===== src/rtl/alu_ctrl_pkg.sv =====
// Shared constants for the ALU control sequencer: ALUop codes, RV32 opcode/funct fields, FSM states.
package alu_ctrl_pkg;

    localparam logic [3:0] ALU_NOP = 4'b0000;
    localparam logic [3:0] ALU_ADD = 4'b1001;
    localparam logic [3:0] ALU_SUB = 4'b0001;
    localparam logic [3:0] ALU_XOR = 4'b0010;
    localparam logic [3:0] ALU_OR  = 4'b0011;
    localparam logic [3:0] ALU_AND = 4'b0100;
    localparam logic [3:0] ALU_SLL = 4'b0101;
    localparam logic [3:0] ALU_SRL = 4'b1101;

    localparam logic [6:0] OP_R = 7'b0110011;
    localparam logic [6:0] OP_I = 7'b0010011;

    localparam logic [2:0] F3_ADD = 3'b000;
    localparam logic [2:0] F3_SLL = 3'b001;
    localparam logic [2:0] F3_XOR = 3'b100;
    localparam logic [2:0] F3_SRL = 3'b101;
    localparam logic [2:0] F3_OR  = 3'b110;
    localparam logic [2:0] F3_AND = 3'b111;

    localparam logic [6:0] F7_BASE = 7'b0000000;
    localparam logic [6:0] F7_ALT  = 7'b0100000;

    typedef enum logic [1:0] {
        ST_IDLE   = 2'b00,
        ST_DECODE = 2'b01,
        ST_EXEC   = 2'b10,
        ST_WB     = 2'b11
    } state_e;

    // ALU op implied by funct3 alone; NOP marks funct3 values this block never supports (SLT/SLTU).
    function automatic logic [3:0] base_op(input logic [2:0] funct3);
        logic [3:0] op;
        case (funct3)
            F3_ADD:  op = ALU_ADD;
            F3_SLL:  op = ALU_SLL;
            F3_XOR:  op = ALU_XOR;
            F3_SRL:  op = ALU_SRL;
            F3_OR:   op = ALU_OR;
            F3_AND:  op = ALU_AND;
            default: op = ALU_NOP;
        endcase
        return op;
    endfunction

endpackage


===== src/rtl/alu_ctrl_fsm_decode.sv =====
// Combinational RV32 decode into ALU op, legality, register indices and immediate.
// Immediate forms are decoded only when ALU_CTRL_IMM_OPS_EN is defined.
module alu_op_decode
    import alu_ctrl_pkg::*;
#(
    parameter int XLEN  = 32,
    parameter int RF_AW = 5
) (
    input  logic [XLEN-1:0]  instr,
    output logic [3:0]       op,
    output logic             legal,
    output logic [XLEN-1:0]  imm,
    output logic             imm_sel,
    output logic [RF_AW-1:0] rs1,
    output logic [RF_AW-1:0] rs2,
    output logic [RF_AW-1:0] rd
);

    logic [6:0] opcode_s;
    logic [6:0] funct7_s;
    logic [2:0] funct3_s;
    logic [3:0] base_s;

    assign opcode_s = instr[6:0];
    assign funct3_s = instr[14:12];
    assign funct7_s = instr[31:25];
    assign base_s   = base_op(funct3_s);
    assign rd       = instr[7 +: RF_AW];
    assign rs1      = instr[15 +: RF_AW];
    assign rs2      = instr[20 +: RF_AW];

    // Opcode/funct classification; anything unmatched stays illegal with a NOP op.
    always_comb begin
        op      = ALU_NOP;
        legal   = 1'b0;
        imm     = '0;
        imm_sel = 1'b0;
        case (opcode_s)
            OP_R: begin
                if (funct7_s == F7_BASE && base_s != ALU_NOP) begin
                    op    = base_s;
                    legal = 1'b1;
                end else if (funct7_s == F7_ALT && funct3_s == F3_ADD) begin
                    op    = ALU_SUB;
                    legal = 1'b1;
                end else begin
                    op    = ALU_NOP;
                    legal = 1'b0;
                end
            end
`ifdef ALU_CTRL_IMM_OPS_EN
            OP_I: begin
                if (funct3_s == F3_SLL || funct3_s == F3_SRL) begin
                    if (funct7_s == F7_BASE) begin
                        op      = base_s;
                        legal   = 1'b1;
                        imm_sel = 1'b1;
                        imm     = {{(XLEN-5){1'b0}}, instr[24:20]};
                    end else begin
                        legal = 1'b0;
                    end
                end else if (base_s != ALU_NOP) begin
                    // funct3 000 is always ADDI: there is no SUBI encoding.
                    op      = base_s;
                    legal   = 1'b1;
                    imm_sel = 1'b1;
                    imm     = {{(XLEN-12){instr[31]}}, instr[31:20]};
                end else begin
                    legal = 1'b0;
                end
            end
`endif
            default: begin
                op    = ALU_NOP;
                legal = 1'b0;
            end
        endcase
    end

endmodule


===== src/rtl/alu_ctrl_fsm.sv =====
// Four-state IDLE/DECODE/EXEC/WB sequencer driving the ALU opcode and register-file ports.
// Optional immediate ALU ops are enabled with the ALU_CTRL_IMM_OPS_EN macro.
module alu_ctrl_fsm
    import alu_ctrl_pkg::*;
#(
    parameter int XLEN  = 32,
    parameter int RF_AW = 5
) (
    input  logic             clk,
    input  logic             rst_n,
    input  logic             instr_valid,
    output logic             instr_ready,
    input  logic [XLEN-1:0]  instr,
    output logic [3:0]       alu_op,
    output logic [RF_AW-1:0] rf_raddr1,
    output logic [RF_AW-1:0] rf_raddr2,
    output logic [RF_AW-1:0] rf_waddr,
    output logic             rf_we,
    output logic             imm_sel,
    output logic [XLEN-1:0]  imm,
    output logic             done,
    output logic             illegal
);

    state_e           state_q,       state_d;
    logic [XLEN-1:0]  instr_q,       instr_d;
    logic             instr_ready_q, instr_ready_d;
    logic [3:0]       alu_op_q,      alu_op_d;
    logic [RF_AW-1:0] rf_raddr1_q,   rf_raddr1_d;
    logic [RF_AW-1:0] rf_raddr2_q,   rf_raddr2_d;
    logic [RF_AW-1:0] rd_q,          rd_d;
    logic [RF_AW-1:0] rf_waddr_q,    rf_waddr_d;
    logic             rf_we_q,       rf_we_d;
    logic             imm_sel_q,     imm_sel_d;
    logic [XLEN-1:0]  imm_q,         imm_d;
    logic             done_q,        done_d;
    logic             illegal_q,     illegal_d;

    logic [3:0]       dec_op_s;
    logic             dec_legal_s;
    logic [XLEN-1:0]  dec_imm_s;
    logic             dec_imm_sel_s;
    logic [RF_AW-1:0] dec_rs1_s;
    logic [RF_AW-1:0] dec_rs2_s;
    logic [RF_AW-1:0] dec_rd_s;

    alu_op_decode #(
        .XLEN  (XLEN),
        .RF_AW (RF_AW)
    ) u_decode (
        .instr   (instr_q),
        .op      (dec_op_s),
        .legal   (dec_legal_s),
        .imm     (dec_imm_s),
        .imm_sel (dec_imm_sel_s),
        .rs1     (dec_rs1_s),
        .rs2     (dec_rs2_s),
        .rd      (dec_rd_s)
    );

    // Next-state and next-output logic; pulsed outputs default low every cycle.
    always_comb begin
        state_d       = state_q;
        instr_d       = instr_q;
        instr_ready_d = instr_ready_q;
        alu_op_d      = ALU_NOP;
        rf_raddr1_d   = rf_raddr1_q;
        rf_raddr2_d   = rf_raddr2_q;
        rd_d          = rd_q;
        rf_waddr_d    = rf_waddr_q;
        rf_we_d       = 1'b0;
        imm_sel_d     = 1'b0;
        imm_d         = imm_q;
        done_d        = 1'b0;
        illegal_d     = 1'b0;
        case (state_q)
            ST_IDLE: begin
                if (instr_valid && instr_ready_q) begin
                    instr_d       = instr;
                    instr_ready_d = 1'b0;
                    state_d       = ST_DECODE;
                end else begin
                    instr_ready_d = 1'b1;
                end
            end
            ST_DECODE: begin
                if (dec_legal_s) begin
                    alu_op_d    = dec_op_s;
                    rf_raddr1_d = dec_rs1_s;
                    rf_raddr2_d = dec_rs2_s;
                    rd_d        = dec_rd_s;
                    imm_d       = dec_imm_s;
                    imm_sel_d   = dec_imm_sel_s;
                    state_d     = ST_EXEC;
                end else begin
                    illegal_d     = 1'b1;
                    instr_ready_d = 1'b1;
                    state_d       = ST_IDLE;
                end
            end
            ST_EXEC: begin
                // x0 is hard-wired zero: retire without writing it.
                rf_waddr_d = rd_q;
                rf_we_d    = (rd_q != {RF_AW{1'b0}});
                done_d     = 1'b1;
                state_d    = ST_WB;
            end
            ST_WB: begin
                instr_ready_d = 1'b1;
                state_d       = ST_IDLE;
            end
            default: begin
                instr_ready_d = 1'b1;
                state_d       = ST_IDLE;
            end
        endcase
    end

    // State and output registers with asynchronous active-low reset.
    always_ff @(posedge clk or negedge rst_n) begin
        if (!rst_n) begin
            state_q       <= ST_IDLE;
            instr_q       <= '0;
            instr_ready_q <= 1'b1;
            alu_op_q      <= ALU_NOP;
            rf_raddr1_q   <= '0;
            rf_raddr2_q   <= '0;
            rd_q          <= '0;
            rf_waddr_q    <= '0;
            rf_we_q       <= 1'b0;
            imm_sel_q     <= 1'b0;
            imm_q         <= '0;
            done_q        <= 1'b0;
            illegal_q     <= 1'b0;
        end else begin
            state_q       <= state_d;
            instr_q       <= instr_d;
            instr_ready_q <= instr_ready_d;
            alu_op_q      <= alu_op_d;
            rf_raddr1_q   <= rf_raddr1_d;
            rf_raddr2_q   <= rf_raddr2_d;
            rd_q          <= rd_d;
            rf_waddr_q    <= rf_waddr_d;
            rf_we_q       <= rf_we_d;
            imm_sel_q     <= imm_sel_d;
            imm_q         <= imm_d;
            done_q        <= done_d;
            illegal_q     <= illegal_d;
        end
    end

    assign instr_ready = instr_ready_q;
    assign alu_op      = alu_op_q;
    assign rf_raddr1   = rf_raddr1_q;
    assign rf_raddr2   = rf_raddr2_q;
    assign rf_waddr    = rf_waddr_q;
    assign rf_we       = rf_we_q;
    assign imm_sel     = imm_sel_q;
    assign imm         = imm_q;
    assign done        = done_q;
    assign illegal     = illegal_q;

endmodule

===== config.mk =====
export PLATFORM = sky130hd
export DESIGN_NAME = alu_ctrl_fsm
export DESIGN_NICKNAME = d
export VERILOG_FILES = /design/src/rtl/alu_ctrl_pkg.sv /design/src/rtl/alu_ctrl_fsm_decode.sv /design/src/rtl/alu_ctrl_fsm.sv
export SDC_FILE = /design/constraint.sdc
export NUM_CORES = 1
export LEC_CHECK = 0
export ABC_AREA = 1
export ABC_CLOCK_PERIOD_IN_PS = 3070
export CAP_MARGIN = 10
export CORE_MARGIN = 8
export CORE_UTILIZATION = 49
export CTS_CLUSTER_DIAMETER = 60
export DETAILED_ROUTE_END_ITERATION = 12
export PLACE_DENSITY = 0.84
export SYNTH_ARGS = -nofsm -noshare
export SYNTH_HDL_FRONTEND = slang
export SYNTH_SLANG_ARGS = --single-unit
export TNS_END_PERCENT = 100

===== constraint.sdc =====
create_clock -name clk -period 3.07 [get_ports clk]
set_clock_uncertainty 0.05 [all_clocks]
set_input_delay 0.4605 -clock clk [delete_from_list [all_inputs] [get_ports clk]]
set_output_delay 0.4605 -clock clk [all_outputs]
set_load 0.05 [all_outputs]

==> summary.txt <==
first-pass GRT wire length -> 8.65 mm
crit path kind -> reg -> out
Global Route Usage Sum -> 12.7%
Post CTS Setup Buffer Count -> 0
placed insts -> 397
IO Pins -> 91
critical path capture point type -> output port
Nets -> 371
setup TNS -> 0 ns
largest family of logic cells by synthesized area -> buffers and inverters
CP Buf/Inv Count -> 1
GRT overflow -> 0
Detail Route Antenna Nets -> 0
Tightest Pin Transition -> 0.863 ns
RePlAce Congestion -> 0.720
Yosys cell types -> 29
Final Hold Vio Count -> 0
Final WS setup -> 0.896 ns
clk sink count -> 62
CTS resizes -> 0
Synth Register Bits -> 62
Worst Setup Start Kind -> register
synthesized instance count -> 276
vias in the first global route -> 1,919
yosys warns -> 0
CTS max path bufs -> 2
Initial Utilization -> 50.9%
Die ar. -> 8400 um2
clk slew on worst S/H paths -> 0.06 ns
vias post-DR -> 1,839
cell family with most CP delay -> buffers and inverters
fin crit share -> 70.8%
Post-synth EDFFs -> 0
crit-path max FO -> 3
hold_buf cts -> 0
FMAX -> 460 MHz
Core Util, Final -> 62.6%
Worst path max stage delay -> 0.80 ns
fraction of registers with async set/reset -> 100%
mapped cell area -> 2800 um2
largest net degree at the start of global routing -> 42
Worst Hold Class -> in -> async
Layout fillers -> 467
top post-synthesis cells by area -> dfrtp_1 54%, buf_4 8.8%, o21ai_2 4.7%, a21oi_1 4.1%, nor2_1 3.9%
mux contribution to synthesized area -> 4.02%
clk_lat worst skew -> 0.32 ns
adder-cell share of the synthesized area -> 0%
vias per inst -> 4.45
post-synth top area cell -> dfrtp_1
initial antenna violation count -> 0
crit path cell chain -> clkdlybuf4s50_1
commonest non-fill, non-tap cell in the layout -> dfrtp_1
Finished Layout Cells -> 413
Max H-tree Level -> 3
NetSw -> 558 uW
reg2reg path depth -> 6
drt drc -> 0
status -> finished, final reports clean
WP depth -> 1
Pwr per Cell Area -> 551 nW/um2
setup slack at placement -> 0.679 ns
crit path max-delay cell type -> clkdlybuf4s50_1
CTS root buf -> clkbuf_8
Die X -> 91.6 um
register area share after synthesis -> 55.4%
Int Pwr -> 1340 uW
Routed WL -> 5.13 mm
Synth top area share -> 54.4%
Clock Power Share -> 31.0%
Critical Path RT -> 2.56 ns
RSZ-0062 raised after global routing -> false
Comb pwr share -> 18.7%
worst vdd ir -> 0.296 mV
Lkg Pwr -> 0.00166 uW
total count of max-transition violations in the final report -> 0
max-cap violation count -> 0
most frequent cells in the layout -> 61 x dfrtp_1, 56 x clkdlybuf4s50_1, 33 x conb_1
Final setup viols -> 0
Core Box Area -> 5510 um2
synthesized area per cell -> 10.2 um2
Storage cell area -> 1550 um2
post-synthesis simple-gate area fraction -> 14.8%
max_slew headroom -> 42.5%
1st-iter DRT viols -> 76
Compound-Gate Fraction of Synth Area -> 10.3%
Critical Path AT -> 1.66 ns
Ant. Diodes -> 0
Die Ht -> 91.6 um
total CTS buffers -> 9
CTS tree -> built
ys flop type -> dfrtp_1
area grow syn2layout -> 23.0%
FP Rows -> 27
layout cells sized above 1 -> 19.4%
fraction of power consumed by sequential logic -> 50.3%
post-synthesis xor/xnor area fraction -> 0%
fin crit period -> 2.17 ns
TritonRoute pass-1 iters -> 4
area occupied by multi-input gates -> 940 um2
HPWL after DPL -> 3.82 mm
WL per Instance -> 12.4 um
number of port buffers -> 57
Net Sw Frac -> 29.3%
per-stage QoR:
| step | total power (uW) | area, um2 | hold slack (ns) |
|---|---|---|---|
| finish | 1900 | 3450 | 0.206 |
| global route | 2010 | 3450 | 0.260 |
| CTS | 1920 | 3450 | 0.225 |
| detailed placement | 1330 | 3290 | 0.415 |
| global placement | 1310 | 3290 | 0.408 |
| floorplan | 1260 | 2920 | 0.115 |
power groups by stage:
stage	clock network, uW	registers [uW]	logic (uW)
after CTS	607	956	359
after detailed placement	0	971	358
after global placement	0	965	345
after global routing	647	967	394
final	589	955	356
after floorplan	0	970	287
sequential cells by signal, summed over array words and instances, names as in the netlist, named ones only:
register / count
rf_waddr: 5
state_q: 1
rf_we: 1
rf_raddr2: 5
instr_ready: 1
illegal: 1
rf_raddr1: 5
instr_q: 32
rd_q: 5
alu_op: 4
done: 1
cell usage after synthesis, types with 2 or more instances:
master    number
o21ai_0        5
o21ai_2       15
dfrtp_1       61
inv_1         28
nand2_2       12
nor2_1        29
a21oi_1       23
nand3_2        2
nand3_1        3
buf_4         33
clkbuf_1       3
nor3_2         2
nand2_1       28
mux2_1         2
buf_2          3
inv_2          5
mux2_2         8
buf_6          3
final timing paths:
| path | startpoint | end | slack [ns] |
|---|---|---|---|
| worst max-delay path | instr_ready$_DFFE_PN1P_ | instr_ready | 0.90 |
| min in group clk | state_q[0]$_DFFE_PN0P_ | done$_DFF_PN0_ | 0.42 |
| worst min register to register | state_q[0]$_DFFE_PN0P_ | done$_DFF_PN0_ | 0.42 |
| max in group asynchronous | rst_n | instr_q[4]$_DFFE_PN0P_ | 1.95 |
| worst max register to register | instr_ready$_DFFE_PN1P_ | instr_q[16]$_DFFE_PN0P_ | 1.09 |
| worst min-delay path | rst_n | instr_q[0]$_DFFE_PN0P_ | 0.21 |
worst register-to-register path, cell delays in order, from the launching register on:
cell	delay (ns)
dfstp_2	0.54
nand2_1	0.06
inv_2	0.06
nand3_2	0.51
buf_4	0.46
nor2_1	0.12
a21oi_1	0.06
cells by family after synthesis:
group / count (synthesis)
AND/OR/NAND/NOR: 83
buffers and inverters: 75
flip-flops: 62
AO/OA/AOI/OAI: 45
multiplexers: 10
other: 1
cell type report:
class	instances	area share, %
flip-flops and latches	62	45.0
multi-input cells	171	27.2
repair buffers	59	16.8
clock buffers	14	4.43
inverters	33	3.59
well taps	72	2.61
clock inverters	2	0.290
metal layers:
layer | up-vias | routed length [um] | GRT usage (%)
met5 | - | 0 | 0
met4 | 0 | 73 | 6.68
met3 | 8 | 376 | 4.81
met2 | 58 | 2510 | 20.3
met1 | 850 | 2170 | 14.5
li1 | 923 | - | -
(Power assumes the default switching activity.)
